File: src/rtl/pool_result_buffer.sv
// pool_result_buffer: reduces WIN pooling-ALU max samples into one result
// and queues results in a DEPTH-entry FIFO with valid/ready on both sides.
//
// Ports:
//   CLK       in   clock, all state updates on the rising edge
//   RST       in   synchronous active-high reset
//   inValid   in   inData carries an ALU max sample
//   inData    in   [W-1:0] unsigned sample
//   inReady   out  FIFO not full (registered level only)
//   outValid  out  FIFO not empty (registered level only)
//   outData   out  [W-1:0] FIFO head, 0 when empty
//   outReady  in   consumer takes outData this cycle
//   level     out  [log2(DEPTH):0] occupancy  (POOL_RESULT_BUFFER_STATUS_EN)
//   stallSeen out  sticky "input offered while full" (POOL_RESULT_BUFFER_STATUS_EN)
//
// Optional status ports are enabled by defining POOL_RESULT_BUFFER_STATUS_EN.

module pool_result_buffer #(
    parameter int W     = 4,
    parameter int WIN   = 4,
    parameter int DEPTH = 8
) (
    input  logic         CLK,
    input  logic         RST,
    input  logic         inValid,
    input  logic [W-1:0] inData,
    output logic         inReady,
    output logic         outValid,
    output logic [W-1:0] outData,
`ifdef POOL_RESULT_BUFFER_STATUS_EN
    output logic [$clog2(DEPTH):0] level,
    output logic                   stallSeen,
`endif
    input  logic         outReady
);

    localparam int AW = $clog2(DEPTH);
    localparam int LW = AW + 1;
    localparam int CW = (WIN > 1) ? $clog2(WIN) : 1;

    logic [CW-1:0] cnt_q, cnt_d;
    logic [W-1:0]  acc_q, acc_d;
    logic [AW-1:0] wr_ptr_q, wr_ptr_d;
    logic [AW-1:0] rd_ptr_q, rd_ptr_d;
    logic [LW-1:0] level_q, level_d;
    logic [W-1:0]  mem_q [DEPTH];

    logic          accept;
    logic          last;
    logic          push;
    logic          pop;
    logic [W-1:0]  max_v;
    logic [W-1:0]  push_data;

    // Handshake flags depend only on the registered level.
    assign inReady  = (level_q != LW'(DEPTH));
    assign outValid = (level_q != '0);
    assign outData  = outValid ? mem_q[rd_ptr_q] : '0;

    always_comb begin
        accept    = inValid && inReady;
        last      = (cnt_q == CW'(WIN - 1));
        max_v     = (acc_q > inData) ? acc_q : inData;
        push      = accept && last;
        // A single-sample window bypasses the accumulator entirely.
        push_data = (WIN == 1) ? inData : max_v;
        pop       = outValid && outReady;

        cnt_d    = cnt_q;
        acc_d    = acc_q;
        wr_ptr_d = wr_ptr_q;
        rd_ptr_d = rd_ptr_q;
        level_d  = level_q;

        if (accept) begin
            if (last) begin
                cnt_d = '0;
            end else begin
                cnt_d = cnt_q + CW'(1);
                acc_d = (cnt_q == '0) ? inData : max_v;
            end
        end

        if (push) wr_ptr_d = wr_ptr_q + AW'(1);
        if (pop)  rd_ptr_d = rd_ptr_q + AW'(1);

        // Simultaneous push and pop leaves the level unchanged.
        case ({push, pop})
            2'b10:   level_d = level_q + LW'(1);
            2'b01:   level_d = level_q - LW'(1);
            default: level_d = level_q;
        endcase
    end

    always_ff @(posedge CLK) begin
        if (RST) begin
            cnt_q    <= '0;
            acc_q    <= '0;
            wr_ptr_q <= '0;
            rd_ptr_q <= '0;
            level_q  <= '0;
        end else begin
            cnt_q    <= cnt_d;
            acc_q    <= acc_d;
            wr_ptr_q <= wr_ptr_d;
            rd_ptr_q <= rd_ptr_d;
            level_q  <= level_d;
        end
    end

    // Storage needs no reset: outData is masked while the FIFO is empty.
    always_ff @(posedge CLK) begin
        if (push && !RST) mem_q[wr_ptr_q] <= push_data;
    end

`ifdef POOL_RESULT_BUFFER_STATUS_EN
    logic stall_seen_q, stall_seen_d;

    always_comb begin
        stall_seen_d = stall_seen_q | (inValid & ~inReady);
    end

    always_ff @(posedge CLK) begin
        if (RST) stall_seen_q <= 1'b0;
        else     stall_seen_q <= stall_seen_d;
    end

    assign level     = level_q;
    assign stallSeen = stall_seen_q;
`endif

endmodule

File: config.mk
export PLATFORM = sky130hd
export DESIGN_NAME = pool_result_buffer
export DESIGN_NICKNAME = d
export VERILOG_FILES = /design/src/rtl/pool_result_buffer.sv
export SDC_FILE = /design/constraint.sdc
export NUM_CORES = 1
export LEC_CHECK = 0
export ABC_AREA = 1
export CAP_MARGIN = 20
export CORE_MARGIN = 3
export CORE_UTILIZATION = 30
export DETAILED_ROUTE_END_ITERATION = 7
export GPL_TIMING_DRIVEN = 0
export RECOVER_POWER = 25
export SLEW_MARGIN = 25
export SYNTH_ARGS = -nofsm -noshare
export SYNTH_HDL_FRONTEND = slang
export SYNTH_SLANG_ARGS = --single-unit
File: constraint.sdc
create_clock -name CLK -period 2.6 [get_ports CLK]
set_input_delay 0.52 -clock CLK [delete_from_list [all_inputs] [get_ports CLK]]
set_output_delay 0.52 -clock CLK [all_outputs]
set_load 0.05 [all_outputs]
==> flow_summary.html <==
<table>
<tr><th>Metric</th><th>Value</th></tr>
<tr><th colspan="2">Logic synthesis</th></tr>
<tr><td>Synth Net Count</td><td>274</td></tr>
<tr><td>Seq cells post-synth</td><td>51</td></tr>
<tr><td>Sequential share of the synthesized area</td><td>55.3%</td></tr>
<tr><td>Count of flip-flops with a built-in enable after synthesis</td><td>32</td></tr>
<tr><td>Dominant synthesized flop cell</td><td>edfxtp_1</td></tr>
<tr><td>Fraction of registers with async set or reset after synthesis</td><td>0%</td></tr>
<tr><td>Number of warnings issued by yosys</td><td>0</td></tr>
<tr><td>Largest cells by area after synthesis</td><td>edfxtp_1, dfxtp_1, o21ai_0</td></tr>
<tr><td>Synth Cell Area</td><td>0.00243 mm2</td></tr>
<tr><td>Average size of a mapped cell</td><td>9.52 um2</td></tr>
<tr><td>Cell accounting for the most synthesized area</td><td>edfxtp_1</td></tr>
<tr><td>Number of instances in the synthesized netlist</td><td>255</td></tr>
<tr><td>Share of the synthesized area in the top cell type</td><td>39.6%</td></tr>
<tr><td>Number of distinct library cell variants in the gate-level netlist after synthesis</td><td>29</td></tr>
<tr><th colspan="2">Clock network</th></tr>
<tr><td>Clock insertion delay at the later pin of the skew report</td><td>0.30 ns</td></tr>
<tr><td># clock sinks</td><td>51</td></tr>
<tr><td>Clock tree from TritonCTS</td><td>done</td></tr>
<tr><td>Number of buffers inserted during clock tree synthesis</td><td>5</td></tr>
<tr><td>Hold buffer count at cts</td><td>0</td></tr>
<tr><td>Setup Buffers After CTS</td><td>0</td></tr>
<tr><td>Max H-tree Level</td><td>2</td></tr>
<tr><td>Clock root cell</td><td>clkbuf_8</td></tr>
<tr><td>Max Buffers Root-to-Sink</td><td>2</td></tr>
<tr><td>Clock transition at the register clock pins on the worst setup and hold paths after CTS</td><td>0.09 ns</td></tr>
<tr><th colspan="2">Drt</th></tr>
<tr><td>WL final</td><td>4450 um</td></tr>
<tr><td>Vias post-DR</td><td>1,723</td></tr>
<tr><td>Routed wirelength normalized by instance count</td><td>11.8 um</td></tr>
<tr><td>Detailed Route Iter0 Violations</td><td>67</td></tr>
<tr><td>Via count normalized by instance count</td><td>4.56</td></tr>
<tr><td>WL met2</td><td>1970 um</td></tr>
<tr><td>Met1 Routed Length</td><td>2260 um</td></tr>
<tr><td># DRC</td><td>0</td></tr>
<tr><td>ANT nets after route</td><td>0</td></tr>
<tr><td>DR WL met3</td><td>186 um</td></tr>
<tr><td>Highest routed layer</td><td>met4</td></tr>
<tr><td>Length of the first detailed-routing pass in iterations</td><td>4</td></tr>
<tr><th colspan="2">Timing</th></tr>
<tr><td>Worst path setup slack after routing</td><td>0.162 ns</td></tr>
<tr><td>Summed negative setup slack over all endpoints</td><td>0 ns</td></tr>
<tr><td>Worst clock skew</td><td>0.00753 ns</td></tr>
<tr><td>Fmax</td><td>410 MHz</td></tr>
<tr><td>Slew at the pin with the worst max-slew slack</td><td>0.673 ns</td></tr>
<tr><td>Final Hold Violating Endpoints</td><td>0</td></tr>
<tr><td>Post-layout minimum cycle time</td><td>2.44 ns</td></tr>
<tr><td>Final count of negative-setup-slack endpoints</td><td>0</td></tr>
<tr><td>Number of pins with negative max-slew slack in the final report</td><td>0</td></tr>
<tr><td>RSZ-0062 raised after global routing</td><td>no</td></tr>
<tr><td>Max-slew headroom at the worst pin</td><td>54.8%</td></tr>
<tr><td>Final worst path period share</td><td>93.8%</td></tr>
<tr><th colspan="2">Global routing</th></tr>
<tr><td>First-pass GRT wire length</td><td>7430 um</td></tr>
<tr><td>Total global routing overflow</td><td>0</td></tr>
<tr><td>Pin count of the biggest net entering global routing</td><td>18</td></tr>
<tr><td>Total track usage</td><td>10.4%</td></tr>
<tr><td>Initial antenna violation count</td><td>0</td></tr>
<tr><td>Vias in the first global route</td><td>1,634</td></tr>
<tr><th colspan="2">Worst setup path</th></tr>
<tr><td>Worst-path cell with the longest stage delay</td><td>clkdlybuf4s50_1</td></tr>
<tr><td>CP Data Arrival Time</td><td>1.92 ns</td></tr>
<tr><td>Peak per-stage delay on the critical path</td><td>0.86 ns</td></tr>
<tr><td>Required arrival time at the worst endpoint</td><td>2.08 ns</td></tr>
<tr><td>Category of the critical setup timing path</td><td>flip-flop to output port</td></tr>
<tr><td>Element type at the critical path start</td><td>flip-flop</td></tr>
<tr><td>Chain of cells forming the critical path</td><td>nor2_2, nand3_1, clkdlybuf4s50_1</td></tr>
<tr><td>Critical path endpoint category</td><td>output port</td></tr>
<tr><td>Largest fanout of any net on the critical path</td><td>6</td></tr>
<tr><th colspan="2">Floorplan</th></tr>
<tr><td>Boundary pin count</td><td>14</td></tr>
<tr><td>DIE AREA</td><td>0.00921 mm2</td></tr>
<tr><td>Chip height</td><td>96.0 um</td></tr>
<tr><td># rows</td><td>32</td></tr>
<tr><td>Core region area</td><td>0.00781 mm2</td></tr>
<tr><td>Die span in x</td><td>96.0 um</td></tr>
<tr><td>Initial Util</td><td>31.1%</td></tr>
<tr><th colspan="2">Power</th></tr>
<tr><td>Power Density</td><td>1010 mW/mm2</td></tr>
<tr><td>Leakage</td><td>1.06 nW</td></tr>
<tr><td>Final Total Pwr</td><td>0.00280 W</td></tr>
<tr><td>Peak VDD IR</td><td>456 uV</td></tr>
<tr><th colspan="2">Placed design</th></tr>
<tr><td># port buffers</td><td>13</td></tr>
<tr><td>Half-perimeter wire length after detailed placement</td><td>3230 um</td></tr>
<tr><td>Weighted congestion reported at the end of routability-driven placement</td><td>0.779</td></tr>
<tr><td>Place WS</td><td>0.0721 ns</td></tr>
<tr><th colspan="2">Status</th></tr>
<tr><td>Result of the run</td><td>finished, final reports clean</td></tr>
<tr><th colspan="2">Job</th></tr>
<tr><td>Max-cap violations</td><td>0</td></tr>
<tr><th colspan="2">Finish</th></tr>
<tr><td>Diodes inserted</td><td>0</td></tr>
<tr><td>Ratio of cells with drive above 1 in the final layout</td><td>9.78%</td></tr>
<tr><td>Syn-to-layout area delta</td><td>14.2%</td></tr>
<tr><td>Number of nets in the layout</td><td>294</td></tr>
<tr><th colspan="2">Worst hold path</th></tr>
<tr><td>Type of the most critical hold path</td><td>flip-flop to flip-flop</td></tr>
</table>
-- registers in the layout, indices dropped and copies added (netlist names), named ones only --
signal	cells
acc_q	4
wr_ptr_q	3
rd_ptr_q	3
level_q	4
cnt_q	2
mem_q	32
-- critical path: cells and delay by family, from the launching register on --
kind	cells	cell delay, ns
buffers and inverters	1	0.86
flip-flops	1	0.43
AND/OR/NAND/NOR	2	0.33
-- cells in the mapped netlist (2+ instances only) --
library cell,count
o22ai_1,4
inv_2,2
nand4_1,2
o21ai_0,31
inv_1,30
nand3_1,14
dfxtp_1,19
nor3_1,5
a21oi_1,18
nor2_1,36
buf_4,3
nand2_1,25
nor2_2,2
nor2_4,2
edfxtp_1,32
and2_1,4
ha_1,11
mux2i_1,4
-- final timing paths --
check	from	end	slack [ns]	depth (start not counted)
max	level_q[0]	outValid	0.16	3
min	rd_ptr_q[2]	flip-flop	0.47	2
max reg2reg	level_q[0]	level_q[2]	0.45	13
min reg2reg	rd_ptr_q[2]	flip-flop	0.47	2
-- placed cells by master, fill, tap and decap left out, types with 2 or more instances in the layout --
cell,Yosys,final
nor2_1,36,36
o21ai_0,31,32
edfxtp_1,32,32
inv_1,30,30
nand2_1,25,25
dfxtp_1,19,19
a21oi_1,18,18
nand3_1,14,15
ha_1,11,11
clkdlybuf4s50_1,0,8
nor3_1,5,5
clkbuf_8,0,5
and2_1,4,4
mux2i_1,4,4
o22ai_1,4,4
clkbuf_2,0,4
nor2_2,2,2
inv_2,2,2
nor2_4,2,2
buf_4,3,2
nand4_1,2,2
-- report_power, final --
part	switching (W)	internal, W
Clock	0.000273	0.000290
Sequential	0.0000673	0.000972
Combinational	0.000823	0.000377
Total	0.00116	0.00164
-- logic make-up after synthesis --
family	after synthesis	synth area share, %
buffers and inverters	38	6.80
multiplexers	4	1.65
XOR/XNOR	2	0.722
AO/OA/AOI/OAI	55	11.7
adder cells (fa/ha/maj)	11	5.67
flip-flops	51	55.3
AND/OR/NAND/NOR	94	18.2
-- per-layer routing --
layer	vias to the layer above	GRT usage (%)
li1	908	-
met1	778	14.3
met2	33	16.7
met3	4	2.11
met4	0	2.96
met5	-	0
-- stage by stage --
stage | utilization, % | cell area [um2] | instances | hold slack (ns)
2_1_floorplan | - | 2430 | 255 | 0.433
3_3_place_gp | 34.4 | 2690 | 370 | 0.448
3_5_place_dp | 34.4 | 2690 | 370 | 0.470
4_1_cts | 35.8 | 2800 | 378 | 0.484
5_1_grt | 35.5 | 2770 | 378 | 0.505
6_report | 35.5 | 2770 | 378 | 0.475
-- final cells by class --
| class | count | area, um2 |
|---|---|---|
| plain buffers | 5 | 35.0 |
| clock buffers | 5 | 68.8 |
| clock inverters | 3 | 46.3 |
| fillers | 788 | 5040 |
| inverters | 33 | 126 |
| multi-input cells | 166 | 916 |
| flip-flops and latches | 51 | 1340 |
| well taps | 102 | 128 |
| repair buffers | 13 | 110 |
-- what timing repair did --
item                       4_1_cts  5_1_grt
pin swaps                        0        0
setup endpoints to repair        4        4
gates resized for setup          4        8
cloned                           0        0
(Power assumes the default switching activity.)
